<file path="src/rtl/duel_controller.sv">
// duel_controller: two-player duel game sequencer with one shared projectile.
//
// The shared projectile flies for FLIGHT cycles. It then resolves against the
// opponent's current lane. A hit costs the target one life, and the game ends
// when a player runs out of lives.
//
// Ports:
//   CLK              rising-edge clock
//   RST              asynchronous, active-high reset
//   START            start / restart request (acted on in IDLE and OVER only)
//   FIRE1, FIRE2     level-sampled fire requests (acted on in READY only)
//   POS1, POS2       ship lanes, one-hot {R,C,L}
//   BUSY             projectile in flight
//   OWNER            owner of current/last projectile (0 = P1, 1 = P2)
//   SHOT_POS         lane of current/last projectile
//   HIT1, HIT2       one-cycle hit pulses
//   LIFE1, LIFE2     remaining lives
//   DONE, WINNER     game over and winning player (0 = P1, 1 = P2)
//
// Configuration macro:
//   DUEL_ROUND_ROBIN_EN  when defined, simultaneous fire requests alternate
//                        between the players. When undefined, P1 always wins.
//
// state   | meaning
// --------+-----------------------------------------------
// IDLE    | after reset, waiting for START
// READY   | game running, waiting for a fire request
// FLY     | projectile in flight, counter running down
// RESOLVE | compare shot lane with target lane, apply hit
// OVER    | a player has no lives left, waiting for START
module duel_controller #(
  parameter int FLIGHT = 4,
  parameter int LIVES  = 3
) (
  input  logic       CLK,
  input  logic       RST,
  input  logic       START,
  input  logic       FIRE1,
  input  logic       FIRE2,
  input  logic [2:0] POS1,
  input  logic [2:0] POS2,
  output logic       BUSY,
  output logic       OWNER,
  output logic [2:0] SHOT_POS,
  output logic       HIT1,
  output logic       HIT2,
  output logic [1:0] LIFE1,
  output logic [1:0] LIFE2,
  output logic       DONE,
  output logic       WINNER
);

  typedef enum logic [2:0] {S_IDLE, S_READY, S_FLY, S_RESOLVE, S_OVER} state_t;

  localparam logic [3:0] CNT_INIT  = 4'(FLIGHT - 1);
  localparam logic [1:0] LIFE_INIT = 2'(LIVES);

  state_t     state;
  logic [3:0] cnt;
  logic       any_fire;
  logic       grant_p2;
  logic [2:0] target_pos;
  logic [1:0] target_life;
  logic [1:0] life_next;
  logic       is_hit;

  assign any_fire = FIRE1 | FIRE2;

`ifdef DUEL_ROUND_ROBIN_EN
  // Set when P2 should win the next simultaneous request. It is cleared by
  // reset, so P1 wins first.
  logic rr_p2;
  assign grant_p2 = FIRE2 & (~FIRE1 | rr_p2);

  always_ff @(posedge CLK or posedge RST) begin
    if (RST) begin
      rr_p2 <= 1'b0;
    end else if (state == S_READY && any_fire) begin
      rr_p2 <= ~grant_p2;
    end
  end
`else
  assign grant_p2 = FIRE2 & ~FIRE1;
`endif

  // The target lane is sampled live during RESOLVE. A zero lane never overlaps,
  // so a zero lane never hits and is never hit.
  assign target_pos  = OWNER ? POS1 : POS2;
  assign target_life = OWNER ? LIFE1 : LIFE2;
  assign is_hit      = |(SHOT_POS & target_pos);
  assign life_next   = (target_life == 2'd0) ? 2'd0 : target_life - 2'd1;

  always_ff @(posedge CLK or posedge RST) begin
    if (RST) begin
      state    <= S_IDLE;
      cnt      <= 4'd0;
      BUSY     <= 1'b0;
      OWNER    <= 1'b0;
      SHOT_POS <= 3'b000;
      HIT1     <= 1'b0;
      HIT2     <= 1'b0;
      LIFE1    <= 2'd0;
      LIFE2    <= 2'd0;
      DONE     <= 1'b0;
      WINNER   <= 1'b0;
    end else begin
      HIT1 <= 1'b0;
      HIT2 <= 1'b0;
      case (state)
        S_IDLE: begin
          if (START) begin
            LIFE1 <= LIFE_INIT;
            LIFE2 <= LIFE_INIT;
            state <= S_READY;
          end
        end
        S_READY: begin
          if (any_fire) begin
            OWNER    <= grant_p2;
            SHOT_POS <= grant_p2 ? POS2 : POS1;
            cnt      <= CNT_INIT;
            BUSY     <= 1'b1;
            state    <= S_FLY;
          end
        end
        S_FLY: begin
          if (cnt == 4'd0) begin
            BUSY  <= 1'b0;
            state <= S_RESOLVE;
          end else begin
            cnt <= cnt - 4'd1;
          end
        end
        S_RESOLVE: begin
          if (is_hit) begin
            if (OWNER) begin
              HIT1  <= 1'b1;
              LIFE1 <= life_next;
            end else begin
              HIT2  <= 1'b1;
              LIFE2 <= life_next;
            end
          end
          if (is_hit && life_next == 2'd0) begin
            DONE   <= 1'b1;
            WINNER <= OWNER;
            state  <= S_OVER;
          end else begin
            state <= S_READY;
          end
        end
        S_OVER: begin
          if (START) begin
            LIFE1 <= LIFE_INIT;
            LIFE2 <= LIFE_INIT;
            DONE  <= 1'b0;
            state <= S_READY;
          end
        end
        default: state <= S_IDLE;
      endcase
    end
  end

endmodule

</file>
<file path="config.mk">
export PLATFORM = sky130hd
export DESIGN_NAME = duel_controller
export DESIGN_NICKNAME = d
export VERILOG_FILES = /design/src/rtl/duel_controller.sv
export SDC_FILE = /design/constraint.sdc
export NUM_CORES = 1
export LEC_CHECK = 0
export BUFFER_PORTS_ARGS = -buffer_cell sky130_fd_sc_hd__buf_4
export CAP_MARGIN = 20
export CORE_UTILIZATION = 48
export DETAILED_ROUTE_END_ITERATION = 8
export GPL_ROUTABILITY_DRIVEN = 0
export GPL_TIMING_DRIVEN = 0
export PLACE_DENSITY = 0.83
export SETUP_SLACK_MARGIN = 0.02
export SYNTH_ARGS = -nofsm -noshare
export SYNTH_HDL_FRONTEND = slang
export SYNTH_SLANG_ARGS = --single-unit
</file>
<file path="constraint.sdc">
create_clock -name CLK -period 1.5 [get_ports CLK]
set_input_delay 0.45 -clock CLK [delete_from_list [all_inputs] [get_ports CLK]]
set_output_delay 0.45 -clock CLK [all_outputs]
set_load 0.005 [all_outputs]
</file>
==> results.md, run 1 <==
* Timing-limited maximum frequency at 674 MHz
* Top cell family by delay on the critical path: simple AND/OR/NAND/NOR gates
* Final cell count without fillers at 161
* Routed length per instance at 14.3 um
* Final count of hold timing violations at 0
* Initial Util at 0.512
* Largest incremental delay on the critical path at 0.41 ns
* Number of cells after detailed placement at 150
* Vias/cell at 5.68
* Worst min path class: input pin to asynchronous set/reset pin
* Setup TNS at 0 ns
* Endpoint kind of the worst setup timing path: register
* CTS tree: built
* Period utilisation layout at 0.989
* Critical path class: register to register
* Growth of design area from synthesis to finish at 37.1%
* Share of flip-flops with an asynchronous set or reset at 1.00
* Most common cell in the synthesized netlist: sky130_fd_sc_hd__dfrtp_1
* Sink Count at 20
* Pin count of the biggest net entering global routing at 21
* Number of warnings issued by yosys at 0
* Headroom to the max-slew limit at 0.509
* # rows at 16
* Initial antenna violation count at 0
* Number of nets produced by synthesis at 112
* Biggest area consumer among synthesized cells: sky130_fd_sc_hd__dfrtp_1
* Most used DFF post-synth: sky130_fd_sc_hd__dfrtp_1
* Max Clock Skew at 0.00146 ns
* Arrival time reported for the critical path endpoint at 1.69 ns
* Die Y at 48.0 um
* Global-route wire length before repair at 3.51 mm
* DRC viols at 0
* Number of buffers and inverters on the critical path at 2
* R2R setup slack at 0.02 ns
* Number of buffers added on ports at 23
* Power density over cell area at 1930 nW/um2
* Total of max-cap violations at 0
* Net count reported at finish at 147
* Unrepaired setup endpoints after global routing: true
* Synthesized flop and latch total at 20
* Synthesized instance count at 100
* Routed wire length at 2.31 mm
* Count of endpoints failing setup in the final report at 0
* Number of synthesized flops with an enable pin at 0
* Critical-path cell list: inv_2 > ha_4 > nor3b_4 > buf_6 > nor4b_4 > xnor2_1 > nor2_2
* Clk root buf: sky130_fd_sc_hd__clkbuf_4
* Filler Cells Inserted at 150
* Cells taking the most area after synthesis: sky130_fd_sc_hd__dfrtp_1 (49%), sky130_fd_sc_hd__nand2_1 (4.4%), sky130_fd_sc_hd__nor3b_2 (3.7%), sky130_fd_sc_hd__a21oi_1 (3.5%), sky130_fd_sc_hd__nor2_1 (2.6%)
* Total iterations of the first detailed-routing run at 4
* Slew of the pin with the lowest slew margin at 0.736 ns
* Area of the multi-input gates at 538 um2
* Number of distinct library cell variants in the gate-level netlist after synthesis at 39
* Slowest stage cell, crit path: sky130_fd_sc_hd__dfrtp_1
* Clock slew seen by the registers of the worst setup and hold paths at 0.12 ns
* Outcome: finished clean
* Via count of the first global-routing pass at 807
* Shortest period the worst path allows at 1.48 ns
* Global route total overflow at 0
* Share of final-layout standard cells stronger than drive strength 1 at 0.388
* Via count of the routed design at 915
* Fraction of post-synthesis cell area in the top cell type by area at 0.493
* DR iter-0 viols at 23
* Number of top-level pins at 24
* R2R cell count at 7
* Post-detailed-placement half-perimeter wirelength at 1.63 mm
* Clock latency on the worst-skew pair at 0.30 ns
* Crit path required time at 1.70 ns
* Synth cell count leaders: sky130_fd_sc_hd__dfrtp_1 (20), sky130_fd_sc_hd__nand2_1 (12), sky130_fd_sc_hd__a21oi_1 (7), sky130_fd_sc_hd__nor2_1 (7), sky130_fd_sc_hd__inv_1 (5)
* Maximum fanout encountered on the critical timing path at 3
* CTS H-tree lvls at 1
* Aggregate global-route resource usage at 0.225
* Die area at 2300 um2
* Area of the placeable core at 1980 um2
* Worst supply voltage drop on vdd at 1040 uV
* Cts bufs inserted at 3
* Ant. Diodes at 0
* Post-synth design cell area at 1010 um2
* Leak pwr at 0.613 nW
* Die Span X at 48.0 um
* Synthesized area divided by synthesized cell count at 10.1 um2
* Final antenna-violating net count at 0
* Sequential element share of the synthesized area at 0.493
* Fin. max-slew vios at 0
* Area occupied by registers at 503 um2
* Worst r2r src: cnt[1]$_DFFE_PP0P_
* Terminus of the critical flop-to-flop path: cnt[3]$_DFFE_PP0P_
* Buffer depth of the longest clock path at 2
* Critical Path Start Type: register
-- logic make-up (layout without fill, tap and decap cells) --
| logic type | Yosys count | after routing | share of synthesized area |
|---|---|---|---|
| AO/OA/AOI/OAI | 29 | 29 | 0.191 |
| XOR/XNOR | 1 | 1 | 0.00863 |
| adder cells (fa/ha/maj) | 1 | 1 | 0.0123 |
| buffers and inverters | 7 | 41 | 0.0296 |
| flip-flops | 20 | 20 | 0.493 |
| multiplexers | 1 | 1 | 0.00986 |
| AND/OR/NAND/NOR | 41 | 41 | 0.255 |
-- cell type report --
class | count | share of cell area
Buffer | 2 | 0.0117
Clock buffer | 3 | 0.0162
Clock inverter | 1 | 0.0216
Inverter | 5 | 0.0135
Multi-Input combinational cell | 73 | 0.387
Sequential cell | 20 | 0.362
Tap cell | 27 | 0.0243
Timing Repair Buffer | 30 | 0.165
-- cell usage in the layout, fill, tap and decap left out, drive strengths merged, types with 3 or more instances in the layout --
cell type and count:
buf 31, nor2b 3, clkbuf 4, dfrtp 20, a21oi 7, inv 5, nor2 8, nand2 12
nor3b 4, o21ai 7, nor3 4
-- power by group --
group | internal (W) | total [W] | leakage [nW] | switching, W
Combinational | 0.000684 | 0.00131 | 0.351 | 0.000625
Clock | 0.000270 | 0.000443 | 0.0279 | 0.000173
Sequential | 0.000738 | 0.000938 | 0.234 | 0.000200
Total | 0.00169 | 0.00269 | 0.613 | 0.000997
-- through the flow --
step	area, um2	util	setup WS (ns)	hold slack [ns]	power (W)
3_3_place_gp	1220	0.616	-0.0979	0.465	0.00193
6_report	1390	0.702	0.0170	0.259	0.00269
2_1_floorplan	1010	-	0.0827	0.414	0.00160
5_1_grt	1390	0.702	-0.0408	0.311	0.00287
4_1_cts	1290	0.652	0.0291	0.291	0.00247
3_5_place_dp	1220	0.616	-0.118	0.497	0.00198
-- worst max-delay path by stage --
stage	from	end	cells after the start
floorplan	cnt[0]$_DFFE_PP0P_	cnt[3]$_DFFE_PP0P_	6
global placement	POS1[0]	LIFE1[0]$_DFFE_PP0P_	5
detailed placement	POS1[0]	state[2]$_DFFE_PP0P_	5
CTS	state[2]$_DFFE_PP0P_	cnt[3]$_DFFE_PP0P_	4
global route	cnt[1]$_DFFE_PP0P_	cnt[3]$_DFFE_PP0P_	7
finish	cnt[1]$_DFFE_PP0P_	cnt[3]$_DFFE_PP0P_	7
-- routing by layer --
layer / part of all wire / GRT usage
met4: 0.0052 / 0.0833
met1: 0.43 / 0.297
met2: 0.51 / 0.373
met5: 0 / 0
met3: 0.057 / 0.0340
-- flip-flops by register name, summed over array words and instances (netlist names) --
signal / count
LIFE2: 2
BUSY: 1
HIT2: 1
cnt: 4
LIFE1: 2
state: 3
OWNER: 1
WINNER: 1
DONE: 1
HIT1: 1
SHOT_POS: 3
-- worst reg2reg max path: stages, from the launching register on --
cell	delay [ns]
sky130_fd_sc_hd__dfrtp_1	0.41
sky130_fd_sc_hd__inv_2	0.06
sky130_fd_sc_hd__ha_4	0.16
sky130_fd_sc_hd__nor3b_4	0.15
sky130_fd_sc_hd__buf_6	0.12
sky130_fd_sc_hd__nor4b_4	0.27
sky130_fd_sc_hd__xnor2_1	0.17
sky130_fd_sc_hd__nor2_2	0.05
-- timing repair --
| action | 4_1_cts | 5_1_grt |
|---|---|---|
| resized for setup | 3 | 14 |
| setup endpoints to repair | 5 | 14 |
| pin swaps | 0 | 8 |
| setup buffers | 1 | 6 |
| hold buffers | 0 | 0 |
No activity file was read; power rests on OpenSTA's default activity.
==> run 2: changes to the inputs <==
--- a/config.mk
+++ b/config.mk
@@ -7,11 +7,13 @@
 export LEC_CHECK = 0
 export BUFFER_PORTS_ARGS = -buffer_cell sky130_fd_sc_hd__buf_4
 export CAP_MARGIN = 20
-export CORE_UTILIZATION = 48
+export CELL_PAD_IN_SITES_DETAIL_PLACEMENT = 2
+export CELL_PAD_IN_SITES_GLOBAL_PLACEMENT = 2
+export CORE_UTILIZATION = 32
 export DETAILED_ROUTE_END_ITERATION = 8
 export GPL_ROUTABILITY_DRIVEN = 0
 export GPL_TIMING_DRIVEN = 0
-export PLACE_DENSITY = 0.83
+export PLACE_DENSITY = 0.87
 export SETUP_SLACK_MARGIN = 0.02
 export SYNTH_ARGS = -nofsm -noshare
 export SYNTH_HDL_FRONTEND = slang
==> run 2 against run 1 <==
Power up 3.0%. Final cell count is 13% higher. Register-to-register slack got worse by 0.04 ns. Non-clock buffer count rose by 4. Hold slack better by 0.024 ns. Global-route usage is 3.9 points lower. Cell area is 2.3% higher. The flow now finishes with violations (setup timing).
==> results.md, run 2 (same netlist as run 1, synthesis figures left out) <==
* Leak pwr at 0.631 nW
* Final cell count without fillers at 182
* Critical path class: register to register
* Maximum fanout encountered on the critical timing path at 3
* Hold_ws at 0.283 ns
* Fraction of power consumed by sequential logic at 0.340
* Largest Register: cnt
* Filler Cells Inserted at 323
* Switching power share of the total at 0.378
* Buffer depth of the longest clock path at 2
* Global-route wire length before repair at 4.78 mm
* Timing-limited maximum frequency at 656 MHz
* Slew of the pin with the lowest slew margin at 0.796 ns
* Most common library cell in the layout ignoring fill and taps: sky130_fd_sc_hd__buf_4
* Aggregate global-route resource usage at 0.185
* P_sw at 0.00105 W
* Net count reported at finish at 151
* Shortest period the worst path allows at 1.52 ns
* Via count of the first global-routing pass at 952
* CTS H-tree lvls at 1
* Commonest non-fill, non-tap cells in the layout: sky130_fd_sc_hd__buf_4 (34), sky130_fd_sc_hd__dfrtp_1 (18), sky130_fd_sc_hd__nand2_1 (12)
* Clock slew seen by the registers of the worst setup and hold paths at 0.12 ns
* Worst min path class: input pin to asynchronous set/reset pin
* Global route total overflow at 0
* Final antenna-violating net count at 0
* Growth of design area from synthesis to finish at 40.3%
* Die Span X at 58.3 um
* Crit path required time at 1.70 ns
* Max reg flops at 4
* Pin count of the biggest net entering global routing at 21
* Combinational share of power at 0.499
* Share of final-layout standard cells stronger than drive strength 1 at 0.391
* Endpoint kind of the worst setup timing path: register
* Headroom to the max-slew limit at 0.469
* Vias/cell at 5.13
* Clk root buf: sky130_fd_sc_hd__clkbuf_4
* Max Clock Skew at 0.00539 ns
* Routed length per instance at 16.4 um
* Number of buffers added on ports at 23
* Via count of the routed design at 934
* Clock latency on the worst-skew pair at 0.30 ns
* Total power consumption of the routed design at 0.00277 W
* Worst supply voltage drop on vdd at 788 uV
* Arrival time reported for the critical path endpoint at 1.73 ns
* Critical-path cell list: inv_1 > ha_1 > nor3b_4 > buf_4 > nor4b_4 > xnor2_1 > nor2_2
* Largest incremental delay on the critical path at 0.39 ns
* Clock network fraction of total power at 0.161
* Total of max-cap violations at 0
* Final count of hold timing violations at 0
* # rows at 20
* Count of endpoints failing setup in the final report at 1
* Outcome: finished with violations
* Cts bufs inserted at 3
* Setup TNS at -0.0244 ns
* Area of the placeable core at 3030 um2
* Die Y at 58.3 um
* Power density over cell area at 1940 nW/um2
* Number of buffers inserted for hold repair after clock tree synthesis at 0
* Slowest stage cell, crit path: sky130_fd_sc_hd__dfrtp_1
* Die area at 3400 um2
* Number of top-level pins at 24
* Initial Util at 0.335
* Post-route cell area at 1420 um2
* Top cell family by delay on the critical path: simple AND/OR/NAND/NOR gates
* Failing checks: setup timing
* Number of cells after detailed placement at 167
* Period utilisation layout at 1.02
* Unrepaired setup endpoints after global routing: true
* Number of buffers and inverters on the critical path at 2
* DRC viols at 0
* Crit path setup slack, layout at -0.0244 ns
* Critical Path Start Type: register
* Internal power consumption at 0.00172 W
* Fin. max-slew vios at 0
* Total iterations of the first detailed-routing run at 5
* Routed wire length at 2.99 mm
* Ant. Diodes at 0
* CTS tree: built
* Post-detailed-placement half-perimeter wirelength at 2.10 mm
* Largest registers in the final layout: cnt: 4 flops, SHOT_POS: 3 flops, state: 3 flops
* DR iter-0 viols at 32
* Initial antenna violation count at 0
* Cell area after placement at 1240 um2
* Sink Count at 20
## run 2: cell types whose count changed in the layout (fill, tap and decap cells not counted), sizes merged
cell and change:
buf +4
## run 2: final timing paths
path	startpoint	end	slack, ns	depth (start not counted)
max in group asynchronous	RST	state[0]$_DFFE_PP0P_	0.67	2
worst max-delay path	cnt[1]$_DFFE_PP0P_	cnt[3]$_DFFE_PP0P_	-0.02	7
min in group CLK	START	state[2]$_DFFE_PP0P_	0.30	2
worst min register to register	BUSY$_DFFE_PP0P_	BUSY$_DFFE_PP0P_	0.51	2
worst min-delay path	RST	HIT1$_DFF_PP0_	0.28	2
worst max register to register	cnt[1]$_DFFE_PP0P_	cnt[3]$_DFFE_PP0P_	-0.02	7
## run 2: final cells by class
cell class / count / area [um2] / share of cell area
clock buffer: 3 / 22.5 / 0.0158
inverter: 5 / 18.8 / 0.0132
clock inverter: 1 / 30.0 / 0.0211
buffer: 2 / 16.3 / 0.0114
timing repair buffer: 34 / 255 / 0.179
tap: 44 / 55.1 / 0.0387
multi-input combinational: 73 / 523 / 0.367
sequential: 20 / 503 / 0.353
## run 2: what timing repair did
| action | in CTS | in global routing |
|---|---|---|
| resized for setup | 7 | 6 |
| setup buffers | 3 | 8 |
| setup endpoints to repair | 9 | 11 |
| pin swaps | 2 | 6 |
## run 2: power groups by stage
stage               clock (W)  combinational (W)  sequential (W)
finish               0.000444            0.00138        0.000942
global route         0.000477            0.00153        0.000967
CTS                  0.000458            0.00123        0.000937
detailed placement          0            0.00110        0.000950
global placement            0            0.00104        0.000932
floorplan                   0           0.000684        0.000912
## run 2: stage by stage
| stage | setup WS, ns | util |
|---|---|---|
| final | -0.0244 | 0.470 |
| after global routing | -0.0752 | 0.470 |
| after CTS | 0.00367 | 0.443 |
| after detailed placement | -0.170 | 0.410 |
| after global placement | -0.151 | 0.410 |
| after floorplan | 0.0827 | - |
## run 2: per-layer routing
layer	wire length [um]	global-route usage	vias up
li1	-	-	443
met1	1260	0.230	471
met2	1610	0.332	18
met3	113	0.0527	2
met4	7	0.0204	0
met5	0	0	-
## run 2: worst reg2reg max path, delay by kind of cell (launching register included)
family,cells,cell delay [ns]
adder cells (fa/ha/maj),1,0.21
flip-flops,1,0.39
AND/OR/NAND/NOR,3,0.45
buffers and inverters,2,0.20
XOR/XNOR,1,0.17
